### src/rtl/uart_pkg.sv
// Shared UART definitions: receiver state encoding, bit-period helper and parity helper.
// Both the RX and TX blocks import this package.
package uart_pkg;

  localparam int UART_DATA_BITS = 8;

  typedef enum logic [2:0] {
    IDLE   = 3'd0,
    START  = 3'd1,
    DATA   = 3'd2,
    PARITY = 3'd3,
    STOP   = 3'd4,
    BREAK  = 3'd5
  } uart_rx_state_t;

  function automatic int clks_per_bit(input int clk_hz, input int baud);
    return clk_hz / baud;
  endfunction

  // Even parity: the bit that makes the total count of ones even.
  function automatic logic even_parity(input logic [UART_DATA_BITS-1:0] d);
    return ^d;
  endfunction

endpackage

### src/rtl/sync2.sv
// Two-flop synchroniser for an asynchronous single-bit input.
// RST_VAL sets the value both flops take on reset (1 suits an idle-high UART line).
module sync2 #(
  parameter logic RST_VAL = 1'b1
) (
  input  logic i_clk,
  input  logic i_rst,
  input  logic i_d,
  output logic o_q
);

  logic r_meta;
  logic r_q;

  // Synchroniser chain
  always_ff @(posedge i_clk) begin
    if (i_rst) begin
      r_meta <= RST_VAL;
      r_q    <= RST_VAL;
    end else begin
      r_meta <= i_d;
      r_q    <= r_meta;
    end
  end

  assign o_q = r_q;

endmodule

### src/rtl/uart_rx_byte.sv
// 8N1 UART receiver with mid-bit sampling and one-cycle result strobes.
// Define UART_RX_PARITY_EN for an 8E1 frame and the extra oPARITY_ERR output.
module uart_rx_byte
  import uart_pkg::*;
#(
  parameter int CLK_HZ = 50_000_000,
  parameter int BAUD   = 115_200
) (
  input  logic       iCLK_50,
  input  logic       iRST,
  input  logic       iRXD,
  output logic [7:0] oDATA,
  output logic       oVALID,
  output logic       oFRAME_ERR,
  output logic       oBUSY
`ifdef UART_RX_PARITY_EN
  ,
  output logic       oPARITY_ERR
`endif
);

  localparam int CPB   = clks_per_bit(CLK_HZ, BAUD);
  localparam int CNT_W = $clog2(CPB);
  localparam logic [CNT_W-1:0] CNT_LAST = CNT_W'(CPB - 1);
  localparam logic [CNT_W-1:0] CNT_HALF = CNT_W'(CPB / 2 - 1);

  uart_rx_state_t r_state;
  uart_rx_state_t w_state_nxt;

  logic                      w_rx;
  logic [CNT_W-1:0]          r_cnt;
  logic [CNT_W-1:0]          w_cnt_nxt;
  logic [2:0]                r_bidx;
  logic [2:0]                w_bidx_nxt;
  logic [UART_DATA_BITS-1:0] r_shreg;
  logic [UART_DATA_BITS-1:0] w_shreg_nxt;
  logic [UART_DATA_BITS-1:0] r_data;
  logic [UART_DATA_BITS-1:0] w_data_nxt;
  logic                      r_valid;
  logic                      w_valid_nxt;
  logic                      r_ferr;
  logic                      w_ferr_nxt;
  logic                      r_busy;
`ifdef UART_RX_PARITY_EN
  logic                      r_par;
  logic                      w_par_nxt;
  logic                      r_perr;
  logic                      w_perr_nxt;
`endif

  sync2 #(.RST_VAL(1'b1)) u_sync_rxd (
    .i_clk (iCLK_50),
    .i_rst (iRST),
    .i_d   (iRXD),
    .o_q   (w_rx)
  );

  // FSM state register
  always_ff @(posedge iCLK_50) begin
    if (iRST) begin
      r_state <= IDLE;
    end else begin
      r_state <= w_state_nxt;
    end
  end

  // Next-state, counter and strobe decode
  always_comb begin
    w_state_nxt = r_state;
    w_cnt_nxt   = r_cnt + {{(CNT_W-1){1'b0}}, 1'b1};
    w_bidx_nxt  = r_bidx;
    w_shreg_nxt = r_shreg;
    w_data_nxt  = r_data;
    w_valid_nxt = 1'b0;
    w_ferr_nxt  = 1'b0;
`ifdef UART_RX_PARITY_EN
    w_par_nxt   = r_par;
    w_perr_nxt  = 1'b0;
`endif
    case (r_state)
      IDLE: begin
        w_cnt_nxt = '0;
        if (!w_rx) begin
          w_state_nxt = START;
        end else begin
          w_state_nxt = IDLE;
        end
      end
      START: begin
        if (r_cnt == CNT_HALF) begin
          w_cnt_nxt  = '0;
          w_bidx_nxt = 3'd0;
          if (!w_rx) begin
            w_state_nxt = DATA;
          end else begin
            w_state_nxt = IDLE;
          end
        end else begin
          w_state_nxt = START;
        end
      end
      DATA: begin
        if (r_cnt == CNT_LAST) begin
          w_cnt_nxt   = '0;
          w_shreg_nxt = {w_rx, r_shreg[UART_DATA_BITS-1:1]};
          if (r_bidx == 3'd7) begin
`ifdef UART_RX_PARITY_EN
            w_state_nxt = PARITY;
`else
            w_state_nxt = STOP;
`endif
          end else begin
            w_bidx_nxt = r_bidx + 3'd1;
          end
        end else begin
          w_state_nxt = DATA;
        end
      end
`ifdef UART_RX_PARITY_EN
      PARITY: begin
        if (r_cnt == CNT_LAST) begin
          w_cnt_nxt   = '0;
          w_par_nxt   = w_rx;
          w_state_nxt = STOP;
        end else begin
          w_state_nxt = PARITY;
        end
      end
`endif
      // Leaves at mid-stop-bit so a back-to-back start edge is caught
      STOP: begin
        if (r_cnt == CNT_LAST) begin
          w_cnt_nxt = '0;
          if (w_rx) begin
            w_state_nxt = IDLE;
`ifdef UART_RX_PARITY_EN
            if (even_parity(r_shreg) != r_par) begin
              w_perr_nxt = 1'b1;
            end else begin
              w_valid_nxt = 1'b1;
              w_data_nxt  = r_shreg;
            end
`else
            w_valid_nxt = 1'b1;
            w_data_nxt  = r_shreg;
`endif
          end else begin
            w_ferr_nxt  = 1'b1;
            w_state_nxt = BREAK;
          end
        end else begin
          w_state_nxt = STOP;
        end
      end
      BREAK: begin
        w_cnt_nxt = '0;
        if (w_rx) begin
          w_state_nxt = IDLE;
        end else begin
          w_state_nxt = BREAK;
        end
      end
      default: begin
        w_cnt_nxt   = '0;
        w_state_nxt = IDLE;
      end
    endcase
  end

  // Counters, shift register and registered outputs
  always_ff @(posedge iCLK_50) begin
    if (iRST) begin
      r_cnt   <= '0;
      r_bidx  <= 3'd0;
      r_shreg <= 8'h00;
      r_data  <= 8'h00;
      r_valid <= 1'b0;
      r_ferr  <= 1'b0;
      r_busy  <= 1'b0;
`ifdef UART_RX_PARITY_EN
      r_par   <= 1'b0;
      r_perr  <= 1'b0;
`endif
    end else begin
      r_cnt   <= w_cnt_nxt;
      r_bidx  <= w_bidx_nxt;
      r_shreg <= w_shreg_nxt;
      r_data  <= w_data_nxt;
      r_valid <= w_valid_nxt;
      r_ferr  <= w_ferr_nxt;
      r_busy  <= (w_state_nxt != IDLE);
`ifdef UART_RX_PARITY_EN
      r_par   <= w_par_nxt;
      r_perr  <= w_perr_nxt;
`endif
    end
  end

  assign oDATA      = r_data;
  assign oVALID     = r_valid;
  assign oFRAME_ERR = r_ferr;
  assign oBUSY      = r_busy;
`ifdef UART_RX_PARITY_EN
  assign oPARITY_ERR = r_perr;
`endif

endmodule

### config.mk
export PLATFORM = sky130hd
export DESIGN_NAME = uart_rx_byte
export DESIGN_NICKNAME = d
export VERILOG_FILES = /design/src/rtl/uart_pkg.sv /design/src/rtl/sync2.sv /design/src/rtl/uart_rx_byte.sv
export SDC_FILE = /design/constraint.sdc
export NUM_CORES = 1
export LEC_CHECK = 0
export ABC_AREA = 1
export ABC_CLOCK_PERIOD_IN_PS = 1620
export BUFFER_PORTS_ARGS = -buffer_cell sky130_fd_sc_hd__clkbuf_2
export CAP_MARGIN = 20
export CORE_MARGIN = 4
export CORE_UTILIZATION = 60
export CTS_BUF_LIST = sky130_fd_sc_hd__clkbuf_8
export DETAILED_ROUTE_END_ITERATION = 8
export PLACE_DENSITY = 0.81
export REMOVE_ABC_BUFFERS = 1
export SLEW_MARGIN = 0
export SYNTH_ARGS = -nofsm -noshare
export SYNTH_HDL_FRONTEND = slang
export SYNTH_SLANG_ARGS = --single-unit
### constraint.sdc
create_clock -name iCLK_50 -period 1.62 [get_ports iCLK_50]
set_input_delay 0.324 -clock iCLK_50 [delete_from_list [all_inputs] [get_ports iCLK_50]]
set_output_delay 0.324 -clock iCLK_50 [all_outputs]
set_load 0.005 [all_outputs]
==> results.yml, run 1 <==
clock_tree:
  cts_tree: "done"
  cts_root_buf: "clkbuf_8"
  worstSkewPairLatency_ns: 0.29
  cts_made_buffers: 5
  clkTransAtPathRegs_ns: 0.07
  cts.path.max_buffers: 2
  h-tree-depth: 2
  cts_num_sinks: 36
critical_path:
  slowest_stage: "dfxtp_1"
  cpPeakStageDelay_ns: 0.33
  rr_worst_depth: 8
  worstPathRequired_ns: 1.84
  critPathLaunchType: "flop"
  reg2reg_from: "r_cnt[1]"
  path_cells: "inv_1, ha_1, nand2_1, nor2_2, nand2_4, nor2_2, o21ai_0, a21oi_1"
  path_common_cell: "nor2_2"
  rrSetupSlack_ns: 0.08
  worst-path-buf-inv: 1
  arrival_ns: 1.76
  critPathTopFamily: "simple AND/OR/NAND/NOR gates"
  r2r-end: "r_shreg[6]"
  worst-setup-path-type: "reg -> reg"
  worstPathMaxFanout: 6
  cp-end-kind: "flop"
cells_and_area:
  area_growth_pct: 15.3
  antenna_cells: 0
  seq_area_um2: 722
  finalInstanceArea_mm2: 0.00183
  multiInputGateArea_um2: 787
  final_nets: 245
  n_fill_cell: 183
  drive_above_1_share: 0.210
detailed_routing:
  drt_drc_violations_left: 0
  via_per_inst: 5.23
  routed_wl_um: 3330
  ant_nets: 0
  route.vias.total: 1401
  first_pass_iters: 4
  drt_iter0_markers: 61
  route.detailed.wl_per_inst_um: 12.4
floorplanning:
  rows: 18
  core_region_area_mm2: 0.00250
  start_util: 0.636
  io-pin-count: 14
  die-area_mm2: 0.00354
  die_x_um: 59.5
  die_height_um: 59.5
synth:
  synth_top_flop_cell: "dfxtp_1"
  synth_top_cell_by_area: "dfxtp_1"
  synth_warnings: 0
  synth_cell_type_count: 25
  synth_area_leaders: "dfxtp_1 45%, nor2_1 11%, nand2_1 8.0%"
  synth_most_common_cell: "nor2_1"
  synth.ff_latch_count: 36
  synth-edff-count: 0
  async_flop_share: 0
  synth_top_area_frac: 0.453
  ys_seq_area_frac: 0.453
  synthesis.area_mm2: 0.00159
  ys_top_cells_by_count: "47 x nor2_1, 36 x dfxtp_1, 34 x nand2_1"
  netlist_instances: 215
  avgSynthCellArea_um2: 7.40
power_and_ir_drop:
  p_per_area_mw_per_mm2: 868
  p_leak_uw: 0.000849
  power_uw: 1590
  ir_worst_vdd_v: 0.000858
sta:
  tightest_slew_ns: 0.290
  slew_headroom: 0.807
  fin_skew_ns: 0.00835
  whs_ns: 0.218
  finalCriticalPeriod_ns: 1.54
  drv_slew: 0
  fmax_mhz: 650
  hold_viol: 0
  setup_violations: 0
  finalCritPeriodShare: 0.950
min_path:
  min_path_cells: 2
  hold_start: "iRXD"
  whs_endpoint: "u_sync_rxd.r_meta"
  hold_path_class: "in -> reg"
global_route:
  grt_pass1_vias: 1291
  grt_max_degree: 12
  grt_first_pass_wirelength_um: 5450
  grtUsageTotal: 0.207
  grt-ovfl-total: 0
  antenna_found_initial: 0
placed_design:
  place.gp.congestion: 0.879
  placed_cell_area_mm2: 0.00169
  place_hpwl_um: 2360
  io_buffers: 13
status:
  status: "finished clean"
job:
  maxCapViolCount: 0
registers in the layout, indices dropped and copies added, names as in the netlist:
name / count
r_bidx: 3
r_cnt: 9
oDATA: 8
oBUSY: 1
u_sync_rxd.o_q: 1
u_sync_rxd.r_meta: 1
oVALID: 1
oFRAME_ERR: 1
r_shreg: 8
r_state: 3
through the flow:
step                      TNS (ns)   util  instances  worst slack (ns)
after floorplan                  0      -        212             0.331
after global placement           0  0.676        257             0.197
after detailed placement         0  0.676        257            0.0734
after CTS                        0  0.713        265            0.0625
after global routing        -0.643  0.733        268           -0.0552
final                            0  0.733        268            0.0814
worst max path at each step:
stage | start | to | depth (start not counted)
global route | r_cnt[1] | r_cnt[8] | 9
floorplan | r_bidx[0] | r_bidx[2] | 7
CTS | r_cnt[1] | r_bidx[1] | 8
global placement | r_cnt[1] | oDATA[1] | 9
detailed placement | r_cnt[1] | r_bidx[1] | 8
finish | r_cnt[1] | r_shreg[6] | 8
what timing repair did:
item / 4_1_cts / 5_1_grt
setup buffers: 0 / 2
resized for setup: 0 / 7
hold buffers: 0 / 0
setup endpoints to repair: 0 / 11
power breakdown:
| group | internal (µW) | switching, µW | total (µW) |
|---|---|---|---|
| clock network | 339 | 314 | 653 |
| registers | 891 | 4.87 | 896 |
| logic | 15.2 | 27.2 | 42.4 |
| total | 1240 | 346 | 1590 |
area by class of cell:
cell class	count	area share
Multi-Input combinational cell	151	0.429
Sequential cell	36	0.394
Inverter	26	0.0532
Timing Repair Buffer	17	0.0519
Clock buffer	6	0.0451
Tap cell	30	0.0205
Clock inverter	2	0.00614
cells by family (layout without fill, tap and decap cells):
logic type,count (synthesis),in the layout,share of synthesized area
AO/OA/AOI/OAI,28,28,0.0897
XOR/XNOR,3,3,0.0165
adder cells (fa/ha/maj),5,5,0.0393
buffers and inverters,29,51,0.0732
flip-flops,36,36,0.453
AND/OR/NAND/NOR,114,115,0.328
metal layers:
| layer | vias to the layer above | part of all wire | track usage | wire [µm] |
|---|---|---|---|---|
| met2 | 28 | 0.48 | 0.317 | 1590 |
| met3 | 12 | 0.036 | 0.0654 | 121 |
| met5 | - | 0 | 0 | 0 |
| met1 | 641 | 0.46 | 0.251 | 1510 |
| li1 | 720 | - | - | - |
| met4 | 0 | 0.029 | 0.126 | 95 |
cells in the final DEF, fill, tap and decap left out:
master,netlist,final
a21oi_1,8,8
buf_4,0,4
clkbuf_2,0,13
clkbuf_8,0,6
clkinvlp_4,0,1
dfxtp_1,36,35
dfxtp_2,0,1
ha_1,5,5
inv_1,21,22
inv_2,5,5
nand2_1,34,34
nand2_2,4,2
nand2_4,1,3
nand3_1,11,10
nand3_2,2,2
nand3_4,0,1
nand4_1,1,1
nor2_1,47,45
nor2_2,4,7
nor2_4,2,2
nor3_1,1,1
nor3_2,1,1
nor4_1,1,1
o21ai_0,9,9
o21ai_1,10,10
o31ai_1,1,1
or2_1,3,3
or2_2,2,2
xor2_1,3,3
No activity file was read; power rests on OpenSTA's default activity.
==> run 2, diff against run 1 <==
--- a/config.mk
+++ b/config.mk
@@ -13,7 +13,7 @@
 export CORE_UTILIZATION = 60
 export CTS_BUF_LIST = sky130_fd_sc_hd__clkbuf_8
 export DETAILED_ROUTE_END_ITERATION = 8
-export PLACE_DENSITY = 0.81
+export PLACE_DENSITY = 0.83
 export REMOVE_ABC_BUFFERS = 1
 export SLEW_MARGIN = 0
 export SYNTH_ARGS = -nofsm -noshare
==> results.yml, run 2 (synthesized netlist as in run 1, its figures left out) <==
critical_path:
  rr_worst_depth: 8
  worst-setup-path-type: "reg -> reg"
  worst-path-buf-inv: 1
  cp.depth: 8
  worstPathRequired_ns: 1.85
  worstPathMaxFanout: 8
  slowest_stage: "dfxtp_1"
  cpPeakStageDelay_ns: 0.33
  critPathTopFamily: "simple AND/OR/NAND/NOR gates"
  path_common_cell: "nor2_1"
  critPathLaunchType: "flop"
  cp-end-kind: "flop"
  arrival_ns: 1.68
  path_cells: "inv_1, ha_1, nand2_1, nor2_1, nand3_1, nor2_4, o21ai_0, nor2_1"
cells_and_area:
  final_nets: 243
  final_cell_mix: "47 x nor2_1, 35 x dfxtp_1, 34 x nand2_1"
  layout.cells.non_filler: 266
  largest_reg_flops: 9
  mostFrequentLayoutCell: "nor2_1"
  drive_above_1_share: 0.195
  area_growth_pct: 14.2
  antenna_cells: 0
  largest-register: "r_cnt"
clock_tree:
  cts_root_buf: "clkbuf_8"
  h-tree-depth: 2
  cts_tree: "done"
  cts_made_buffers: 5
  clkTransAtPathRegs_ns: 0.07
  worstSkewPairLatency_ns: 0.29
  cts.path.max_buffers: 2
  post_cts_buffers: 0
  cts_num_sinks: 36
global_route:
  antenna_found_initial: 0
  grtUsageTotal: 0.197
  grt_first_pass_wirelength_um: 5120
  grt-ovfl-total: 0
  grt_max_degree: 15
  grt_pass1_vias: 1214
floorplanning:
  start_util: 0.636
  core_region_area_mm2: 0.00250
  io-pin-count: 14
  die_x_um: 59.5
  die_height_um: 59.5
  rows: 18
  die-area_mm2: 0.00354
detailed_routing:
  first_pass_iters: 4
  routed_wl_um: 2970
  drt_iter0_markers: 41
  route.vias.total: 1347
  ant_nets: 0
  drt_drc_violations_left: 0
  route.detailed.wl_per_inst_um: 11.2
  via_per_inst: 5.06
placed_design:
  place_hpwl_um: 2100
  place_inst: 257
  pre_cts_slack_ns: 0.121
  place.gp.congestion: 0.881
  io_buffers: 13
power_and_ir_drop:
  ir_worst_vdd_v: 0.000774
  p_leak_uw: 0.000841
  p_per_area_mw_per_mm2: 884
sta:
  drv_slew: 0
  fin_skew_ns: 0.00767
  finalCriticalPeriod_ns: 1.46
  slew_headroom: 0.698
  finalCritPeriodShare: 0.901
  fin_ws_ns: 0.161
  setup_violations: 0
  tightest_slew_ns: 0.453
  rsz0062_at_grt: "true"
  fmax_mhz: 685
  hold_viol: 0
min_path:
  min_path_cells: 2
  hold_path_class: "in -> reg"
job:
  maxCapViolCount: 0
status:
  status: "finished clean"
[run 2: cell types whose count changed in the layout (fill, tap and decap cells not counted)]
cell / change
nor2_2: -3
buf_4: -2
nor2_1: +2
clkinv_2: +1
clkinvlp_4: -1
inv_1: -1
inv_6: +1
nand3_1: +1
nand3_2: -1
nor2_4: +1
[run 2: area by class of cell]
class / instances / area (µm²)
Multi-Input combinational cell: 151 / 782
Sequential cell: 36 / 722
Fill cell: 211 / 684
Inverter: 26 / 97.6
Clock buffer: 6 / 82.6
Timing Repair Buffer: 15 / 80.1
Tap cell: 30 / 37.5
Clock inverter: 2 / 13.8
[run 2: report_power, final]
| part | internal (µW) | switching [µW] | total, µW |
|---|---|---|---|
| clock network | 347 | 322 | 669 |
| logic | 15.2 | 25.9 | 41.1 |
| registers | 890 | 4.44 | 895 |
[run 2: what timing repair did]
action / CTS / global route
gates resized for setup: 0 / 5
hold endpoints to repair: 0 / 0
endpoints found under the setup margin: 0 / 18
hold buffers: 0 / 0
[run 2: through the flow]
step / hold WS, ns / total power (µW) / utilization / area [µm²] / setup TNS (ns)
floorplan: 0.389 / 938 / - / 1570 / 0
global placement: 0.391 / 953 / 0.676 / 1690 / 0
detailed placement: 0.398 / 954 / 0.676 / 1690 / 0
finish: 0.216 / 1610 / 0.726 / 1820 / 0
CTS: 0.215 / 1620 / 0.714 / 1790 / 0
global route: 0.217 / 1670 / 0.726 / 1820 / -0.0198
[run 2: worst paths after layout]
path / start / end / slack (ns)
max reg2reg: r_cnt[1] / oDATA[3] / 0.16
max: r_cnt[1] / oDATA[3] / 0.16
min: iRXD / u_sync_rxd.r_meta / 0.22
min reg2reg: u_sync_rxd.r_meta / u_sync_rxd.o_q / 0.42
[run 2: layer usage]
| metal | track usage | share of wire | routed length (µm) | vias to the layer above |
|---|---|---|---|---|
| li1 | - | - | - | 719 |
| met1 | 0.260 | 0.49 | 1450 | 594 |
| met2 | 0.281 | 0.44 | 1310 | 28 |
| met3 | 0.0610 | 0.052 | 153 | 6 |
| met4 | 0.113 | 0.018 | 53 | 0 |
| met5 | 0 | 0 | 0 | - |
==> run 3, diff against run 2 <==
--- a/config.mk
+++ b/config.mk
@@ -13,6 +13,7 @@
 export CORE_UTILIZATION = 60
 export CTS_BUF_LIST = sky130_fd_sc_hd__clkbuf_8
 export DETAILED_ROUTE_END_ITERATION = 8
+export GPL_TIMING_DRIVEN = 0
 export PLACE_DENSITY = 0.83
 export REMOVE_ABC_BUFFERS = 1
 export SLEW_MARGIN = 0
==> results.yml, run 3 (synthesized netlist as in run 1, its figures left out) <==
status:
  status: "finished clean"
power_and_ir_drop:
  ir_worst_vdd_v: 0.000706
  clockPowerShare: 0.384
  p_sw_uw: 323
  p_per_area_mw_per_mm2: 850
  pwr-share-comb: 0.024
  p_sw_frac: 0.214
  p_int_uw: 1190
  seq_power_share: 0.592
  p_leak_uw: 0.000801
cells_and_area:
  antenna_cells: 0
  final_util: 0.711
  final_nets: 241
  largest-register: "r_cnt"
  multiInputGateArea_um2: 779
  n_fill_cell: 204
  area_growth_pct: 11.8
  layout.cells.non_filler: 263
  largest_reg_flops: 9
  seq_area_um2: 721
  mostFrequentLayoutCell: "nor2_1"
  final_cell_mix: "46 x nor2_1, 36 x dfxtp_1, 34 x nand2_1"
  drive_above_1_share: 0.185
detailed_routing:
  route.vias.total: 1355
  dr_wl_met2_um: 1400
  drt_iter0_markers: 64
  via_per_inst: 5.15
  route.detailed.wl_per_inst_um: 11.6
  wl_met3_um: 168
  first_pass_iters: 4
  wl_met1_um: 1470
  drt_drc_violations_left: 0
  route.top_layer_used: "met4"
  ant_nets: 0
  routed_wl_um: 3060
global_route:
  grt_first_pass_wirelength_um: 5030
  grt-ovfl-total: 0
  antenna_found_initial: 0
  grt_max_degree: 22
  grtUsageTotal: 0.189
  grt_pass1_vias: 1183
clock_tree:
  cts_made_buffers: 5
  cts_tree: "done"
  cts_root_buf: "clkbuf_8"
  cts_num_sinks: 36
  ctsHoldBuffers: 0
  clkTransAtPathRegs_ns: 0.06
  h-tree-depth: 2
  worstSkewPairLatency_ns: 0.28
  cts.path.max_buffers: 2
  post_cts_buffers: 0
sta:
  drv_slew: 0
  tightest_slew_ns: 0.549
  rsz0062_at_grt: "true"
  hold_viol: 0
  slew_headroom: 0.633
  finalCriticalPeriod_ns: 1.50
  fin_skew_ns: 0.00547
  whs_ns: 0.226
  finalCritPeriodShare: 0.927
  setup_violations: 0
  fmax_mhz: 666
critical_path:
  slowest_stage: "dfxtp_1"
  worst-setup-path-type: "reg -> reg"
  rrSetupSlack_ns: 0.12
  rr_worst_depth: 8
  worstPathRequired_ns: 1.79
  path_cells: "ha_1, nand2_1, nor2_2, nand2_2, o21ai_1, nand2_1, nand2_2, nor2_1"
  arrival_ns: 1.67
  reg2reg_from: "r_cnt[0]"
  cp-end-kind: "flop"
  cpPeakStageDelay_ns: 0.40
  critPathLaunchType: "flop"
  r2r-end: "r_cnt[0]"
  worstPathMaxFanout: 9
placed_design:
  place_hpwl_um: 2080
  place_inst: 255
  io_buffers: 13
  place.gp.congestion: 0.846
floorplanning:
  die-area_mm2: 0.00354
  io-pin-count: 14
  core_region_area_mm2: 0.00250
  start_util: 0.636
  die_x_um: 59.5
  rows: 18
  die_height_um: 59.5
min_path:
  hold_start: "iRXD"
  min_path_cells: 2
  hold_path_class: "in -> reg"
  whs_endpoint: "u_sync_rxd.r_meta"
job:
  maxCapViolCount: 0
-- run 3: critical path, delay by kind of cell (launching register included) --
kind / cells / cell delay [ns]
simple gates: 6 / 0.67
compound gates: 1 / 0.11
flops: 1 / 0.40
fa+ha+maj: 1 / 0.20
-- run 3: worst max path at each step --
stage | start | endpoint | slack [ns] | cells after the start
after floorplan | r_bidx[0] | r_bidx[2] | 0.33 | 7
after global placement | r_cnt[1] | oDATA[1] | 0.14 | 9
after detailed placement | r_cnt[0] | oDATA[1] | 0.12 | 8
after CTS | r_cnt[0] | oDATA[1] | 0.10 | 8
after global routing | r_cnt[1] | oBUSY | -0.03 | 9
final | r_cnt[0] | r_cnt[0] | 0.12 | 8
-- run 3: per-stage QoR --
stage | instance area (µm²) | power [µW] | setup WS (ns) | TNS (ns)
2_1_floorplan | 1570 | 938 | 0.331 | 0
3_3_place_gp | 1670 | 950 | 0.141 | 0
3_5_place_dp | 1670 | 951 | 0.124 | 0
4_1_cts | 1750 | 1520 | 0.103 | 0
5_1_grt | 1780 | 1560 | -0.0335 | -0.245
6_report | 1780 | 1510 | 0.118 | 0
-- run 3: power groups by stage --
| stage | logic, µW | registers (µW) | clock network [µW] |
|---|---|---|---|
| after floorplan | 23.6 | 914 | 0 |
| after global placement | 34.8 | 915 | 0 |
| after detailed placement | 35.9 | 915 | 0 |
| after CTS | 35.7 | 895 | 590 |
| after global routing | 40.2 | 895 | 625 |
| final | 36.2 | 895 | 580 |
-- run 3: area by class of cell --
cell class | count | area share
clock inverter | 2 | 0.00493
tap | 30 | 0.0211
inverter | 26 | 0.0549
timing repair buffer | 13 | 0.0366
multi-input combinational | 151 | 0.438
sequential | 36 | 0.405
clock buffer | 5 | 0.0387
-- run 3: layer usage --
layer  track usage  up-vias
li1              -      713
met1         0.267      608
met2         0.265       30
met3        0.0501        4
met4        0.0841        0
met5             0        -
-- run 3: timing repair --
action / 4_1_cts / 5_1_grt
gates resized for setup: 0 / 4
endpoints found under the setup margin: 0 / 11
hold endpoints to repair: 0 / 0
